**src/rtl/data_writer_pkg.sv**
```systemverilog
// Shared types for the AXIS-to-memory deserializer (data_writer).
package data_writer_pkg;

    typedef enum logic [1:0] {
        INIT_ST  = 2'd0,
        RECV_ST  = 2'd1,
        WRITE_ST = 2'd2,
        END_ST   = 2'd3
    } state_t;

    // Depth of the START_REG resynchronizer.
    localparam int unsigned START_SYNC_STAGES = 2;

endpackage

```
**src/rtl/data_writer_sync.sv**
```systemverilog
// synchronizer_n: N-stage flop chain bringing an asynchronous level into the aclk domain.
module synchronizer_n #(
    parameter int unsigned STAGES = 2
) (
    input  logic aclk,
    input  logic aresetn,
    input  logic d,
    output logic q
);

    logic [STAGES-1:0] sync;

    // Shift the asynchronous input through the flop chain.
    always_ff @(posedge aclk or negedge aresetn) begin
        if (!aresetn) begin
            sync <= '0;
        end else begin
            sync <= {sync[STAGES-2:0], d};
        end
    end

    assign q = sync[STAGES-1];

endmodule

```
**src/rtl/data_writer.sv**
```systemverilog
// data_writer: packs NM consecutive B-bit AXIS samples into one NM*B-bit word and
// writes the full 2**N-deep map once per START_REG run.
// Optional feature macro: DATA_WRITER_TLAST_CHECK_EN (frame-length check on s_axis_tlast).
module data_writer
    import data_writer_pkg::*;
#(
    parameter int unsigned NM = 8,
    parameter int unsigned N  = 8,
    parameter int unsigned B  = 8
) (
    input  logic            aclk,
    input  logic            aresetn,
    input  logic            s_axis_tvalid,
    output logic            s_axis_tready,
    input  logic [B-1:0]    s_axis_tdata,
    input  logic            s_axis_tlast,
    output logic            mem_we,
    output logic [N-1:0]    mem_addr,
    output logic [NM*B-1:0] mem_di,
    input  logic            START_REG,
    output logic            DONE_REG,
    output logic            ERR_REG
);

    localparam int unsigned    NMW      = $clog2(NM);
    localparam logic [N-1:0]   ADDR_MAX = '1;
    localparam logic [NMW-1:0] LANE_MAX = NMW'(NM - 1);

    state_t            state;
    logic [N-1:0]      cnt_addr;
    logic [NMW-1:0]    cnt_nm;
    logic [NM*B-1:0]   data_reg;
    logic [NM*B-1:0]   data_next;
    logic              START_REG_resync;
    logic              accept;
    logic              word_done;
    logic              last_word;

    synchronizer_n #(
        .STAGES(START_SYNC_STAGES)
    ) u_start_sync (
        .aclk    (aclk),
        .aresetn (aresetn),
        .d       (START_REG),
        .q       (START_REG_resync)
    );

    assign accept = s_axis_tvalid && s_axis_tready;

    // Data register with the incoming sample merged into the current lane.
    always_comb begin
        data_next = data_reg;
        data_next[int'(cnt_nm)*B +: B] = s_axis_tdata;
    end

`ifdef DATA_WRITER_TLAST_CHECK_EN
    logic is_final;
    logic tlast_early;
    logic tlast_missing;
    logic abort;

    // Frame-length check: tlast must coincide exactly with the last sample of the map.
    always_comb begin
        is_final      = (cnt_addr == ADDR_MAX) && (cnt_nm == LANE_MAX);
        tlast_early   = s_axis_tlast && !is_final;
        tlast_missing = is_final && !s_axis_tlast;
        word_done     = (cnt_nm == LANE_MAX) || tlast_early;
        last_word     = (cnt_addr == ADDR_MAX) || abort;
    end
`else
    logic unused_tlast;
    assign unused_tlast = s_axis_tlast;
    assign ERR_REG      = 1'b0;

    // Word and run completion from the counters alone.
    always_comb begin
        word_done = (cnt_nm == LANE_MAX);
        last_word = (cnt_addr == ADDR_MAX);
    end
`endif

    // Run control FSM with registered handshake, memory and status outputs.
    always_ff @(posedge aclk or negedge aresetn) begin
        if (!aresetn) begin
            state         <= INIT_ST;
            cnt_addr      <= '0;
            cnt_nm        <= '0;
            data_reg      <= '0;
            s_axis_tready <= 1'b0;
            mem_we        <= 1'b0;
            mem_addr      <= '0;
            mem_di        <= '0;
            DONE_REG      <= 1'b0;
`ifdef DATA_WRITER_TLAST_CHECK_EN
            ERR_REG       <= 1'b0;
            abort         <= 1'b0;
`endif
        end else begin
            case (state)
                INIT_ST: begin
                    if (START_REG_resync) begin
                        state         <= RECV_ST;
                        cnt_addr      <= '0;
                        cnt_nm        <= '0;
                        data_reg      <= '0;
                        s_axis_tready <= 1'b1;
`ifdef DATA_WRITER_TLAST_CHECK_EN
                        ERR_REG       <= 1'b0;
                        abort         <= 1'b0;
`endif
                    end
                end

                RECV_ST: begin
                    if (accept) begin
                        data_reg <= data_next;
                        cnt_nm   <= cnt_nm + NMW'(1);
`ifdef DATA_WRITER_TLAST_CHECK_EN
                        if (tlast_early) begin
                            ERR_REG <= 1'b1;
                            abort   <= 1'b1;
                        end
                        if (tlast_missing) begin
                            ERR_REG <= 1'b1;
                        end
`endif
                        if (word_done) begin
                            state         <= WRITE_ST;
                            s_axis_tready <= 1'b0;
                            mem_we        <= 1'b1;
                            mem_addr      <= cnt_addr;
                            mem_di        <= data_next;
                        end
                    end
                end

                WRITE_ST: begin
                    mem_we   <= 1'b0;
                    cnt_addr <= cnt_addr + N'(1);
                    cnt_nm   <= '0;
                    data_reg <= '0;
                    if (last_word) begin
                        state    <= END_ST;
                        DONE_REG <= 1'b1;
                    end else begin
                        state         <= RECV_ST;
                        s_axis_tready <= 1'b1;
                    end
                end

                END_ST: begin
                    if (!START_REG_resync) begin
                        state    <= INIT_ST;
                        DONE_REG <= 1'b0;
                    end
                end

                default: begin
                    state <= INIT_ST;
                end
            endcase
        end
    end

endmodule

```
**config.mk**
```make
export PLATFORM = sky130hd
export DESIGN_NAME = data_writer
export DESIGN_NICKNAME = d
export VERILOG_FILES = /design/src/rtl/data_writer_pkg.sv /design/src/rtl/data_writer_sync.sv /design/src/rtl/data_writer.sv
export SDC_FILE = /design/constraint.sdc
export NUM_CORES = 1
export LEC_CHECK = 0
export ABC_AREA = 0
export CAP_MARGIN = 5
export CORE_ASPECT_RATIO = 0.5
export CORE_MARGIN = 2
export CORE_UTILIZATION = 55
export DETAILED_ROUTE_END_ITERATION = 12
export GPL_TIMING_DRIVEN = 0
export PLACE_DENSITY = 0.81
export SLEW_MARGIN = 15
export SYNTH_ARGS = -nofsm -noshare
export SYNTH_HDL_FRONTEND = slang
export SYNTH_SLANG_ARGS = --single-unit
```
**constraint.sdc**
```tcl
create_clock -name aclk -period 3.3 [get_ports aclk]
set_input_delay 0.33 -clock aclk [delete_from_list [all_inputs] [get_ports aclk]]
set_output_delay 0.33 -clock aclk [all_outputs]
set_load 0.01 [all_outputs]
```
==> metrics.md <==
| Metric | Value |
|---|---|
| Post-synth EDFFs | `0` |
| GPL Wtd Cong | `approximately 0.96` |
| Worst-path fanout max | `10` |
| WP data arrival | `about 3.2 ns` |
| IO Port Bufs | `85` |
| Synth Flop Type | `dfrtp_1` |
| Residual DRC | `0` |
| Maximum root-to-sink buffer count | `2` |
| Asr flop ratio synth | `1.00` |
| Initial antenna violation count | `0` |
| Root Buffer Master | `clkbuf_16` |
| Commonest non-fill, non-tap cells in the layout | `dfrtp_1, nor2_1, clkdlybuf4s50_1, a22o_1, nand2_1` |
| RSZ-0062 raised after global routing | `no` |
| Die H | `~80 µm` |
| FP Rows | `28` |
| CP Class | `reg2reg` |
| Vias per inst | `6.00` |
| Status | `completed` |
| Vias | `5,385` |
| Layout Utilization | `0.707` |
| Post-DP HPWL | `~11,000 µm` |
| Post-route ant nets | `0` |
| CTS clk-pin slew, worst paths | `0.06 ns` |
| Fin cells | `around 900` |
| Leakage | `3.83 nW` |
| Dominant cells by area after synthesis | `dfrtp_1, a22o_1, nor2_1, mux2i_1, a221oi_1` |
| Syn_area_per_cell | `10.8 µm²` |
| Cts bufs inserted | `17` |
| All-Layer GR Usage | `0.267` |
| Layout area overhead | `25.9%` |
| Post-CTS setup buffers | `0` |
| Synth Cell Area | `roughly 6600 µm²` |
| Final setup violating endpoints | `0` |
| Initial DRC count | `~420` |
| Worst EP required | `3.66 ns` |
| Number of global-route vias before repair | `5,063` |
| Largest net degree at the start of global routing | `100` |
| Boundary Pins | `slightly below 90` |
| Largest vdd supply drop | `0.498 mV` |
| Fin nets | `741` |
| Clock power share | `0.307` |
| Worst reg2reg setup slack | `0.49 ns` |
| Synthesized instance count | `614` |
| Antenna Cells | `0` |
| Final period utilization | `0.851` |
| Gate power share | `0.326` |
| Max frequency | `roughly 360 MHz` |
| FF+latch area | `3850 µm²` |
| Drt total wl | `between 15,000 and 20,000 µm` |
| Initial Util | `0.562` |
| Layout cells sized above 1 | `0.0656` |
| CTS tree | `yes` |
| Slew @ Worst Pin | `0.825 ns` |
| Global-route wire length before repair | `about 27,000 µm` |
| Internal power | `4.47 mW` |
| Crit start category | `register` |
| Commonest non-fill, non-tap cell in the layout | `dfrtp_1` |
| Core ar. | `11,800 µm²` |
| H-tree levels | `4` |
| Count of final hold-check violations | `0` |
| Syn nets | `635` |
| Final worst slack | `0.492 ns` |
| Seq/Total Area, Yosys | `0.583` |
| Flop pwr share | `0.367` |
| Routed len/inst | `18.6 µm` |
| Inst Count DP | `865` |
| Switching power | `~2.2 mW` |
| Post-synth top area share | `0.583` |
| YS warnings | `0` |
| Total of max-cap violations | `0` |
| DRT Pass-1 Iters | `5` |
| Net Sw Frac | `0.334` |
| PwrDens | `806 nW/µm²` |
| Worst-skew pair later-pin latency | `0.42 ns` |
| Biggest area consumer among synthesized cells | `dfrtp_1` |
| DIE WIDTH | `159 µm` |
| Relative slew slack | `0.446` |
| Post-place setup slack | `0.585 ns` |
| Critical path endpoint category | `register` |
| Footprint of the multi-input gates | `2520 µm²` |
| Sink Count | `154` |
| Worst clock skew | `0.0106 ns` |
| Fin. max-slew vios | `0` |
| Tmin final | `between 2 and 3 ns` |
| Total congestion overflow | `0` |
| Fill cell count | `860` |
| Min-Delay Path Class | `reg2reg` |
| Register bit count reported by yosys | `about 150` |
| Total Die Area | `13,000 µm²` |
| Post-synth cell types | `between 40 and 50` |
-- per-stage QoR --
| step | area, µm² | TNS [ns] | power, mW | hold WS (ns) |
|---|---|---|---|---|
| 2_1_floorplan | 6610 | 0 | 3.71 | 0.0344 |
| 3_3_place_gp | 7670 | -630.67 | 4.56 | 0.337 |
| 3_5_place_dp | 7700 | 0 | 4.63 | 0.278 |
| 4_1_cts | 8330 | 0 | 6.69 | 0.355 |
| 5_1_grt | 8330 | 0 | 7.04 | 0.357 |
| 6_report | 8330 | 0 | 6.71 | 0.355 |
-- cell usage after synthesis, drive strengths merged (5+ instances only) --
master / number
and2: 5
clkbuf: 31
a21oi: 20
nand2: 58
a31oi: 11
inv: 6
nor2: 93
and3: 16
buf: 15
a22o: 63
mux2i: 25
dfrtp: 154
o21ai: 32
ha: 8
a221oi: 28
nand3: 12
-- cell families after synthesis --
| group | count (synthesis) | synth area share |
|---|---|---|
| other cells | 1 | 0.000567 |
| compound gates | 167 | 0.187 |
| mux | 25 | 0.0379 |
| buf+inv | 52 | 0.0360 |
| fa+ha+maj | 8 | 0.0151 |
| simple gates | 207 | 0.140 |
| flops | 154 | 0.583 |
-- path summary, 6_finish.rpt --
check | startpoint | cells after the start | to
min | u_start_sync.sync[0] | 0 | u_start_sync.sync[1]
min reg2reg | u_start_sync.sync[0] | 0 | u_start_sync.sync[1]
max reg2reg | cnt_nm[0] | 11 | data_reg[25]
min in group asynchronous | aresetn | 2 | data_reg[34]
max | cnt_nm[0] | 11 | data_reg[25]
max in group asynchronous | aresetn | 3 | mem_di[19]
-- per-layer routing --
metal	wire [µm]	global-route usage	part of all wire
met4	225	0.0718	0.013
met1	7760	0.374	0.47
met5	0	0	0
met3	1110	0.0682	0.067
met2	7580	0.424	0.45
-- critical path, cell delays in order (launching register included) --
cell	delay (ns)
dfrtp_1	0.39
buf_6	0.14
inv_1	0.08
ha_1	0.23
ha_1	0.27
buf_2	0.19
nor2b_1	0.19
and3_1	0.19
clkbuf_1	0.33
and2_0	0.18
clkbuf_1	0.31
a32o_1	0.23
-- cell type report --
| cell class | instances | share of cell area |
|---|---|---|
| Clock inverter | 10 | 0.0198 |
| Clock buffer | 21 | 0.0541 |
| Inverter | 6 | 0.00270 |
| Tap cell | 165 | 0.0248 |
| Sequential cell | 154 | 0.463 |
| Multi-Input combinational cell | 408 | 0.303 |
| Timing Repair Buffer | 87 | 0.107 |
| Buffer | 46 | 0.0258 |
-- power by group through the flow --
stage | Combinational [mW] | Sequential (mW) | Clock [mW]
after CTS | 2.16 | 2.46 | 2.07
after global routing | 2.38 | 2.50 | 2.16
after detailed placement | 2.14 | 2.49 | 0
final | 2.19 | 2.46 | 2.06
after floorplan | 1.14 | 2.57 | 0
after global placement | 2.08 | 2.48 | 0
-- timing repair --
item | CTS | global route
endpoints found under the hold margin | 55 | 0
endpoints found under the setup margin | 0 | 0
hold buffers | 1 | 0
resized for setup | 0 | 0
No activity file was read; power rests on OpenSTA's default activity.
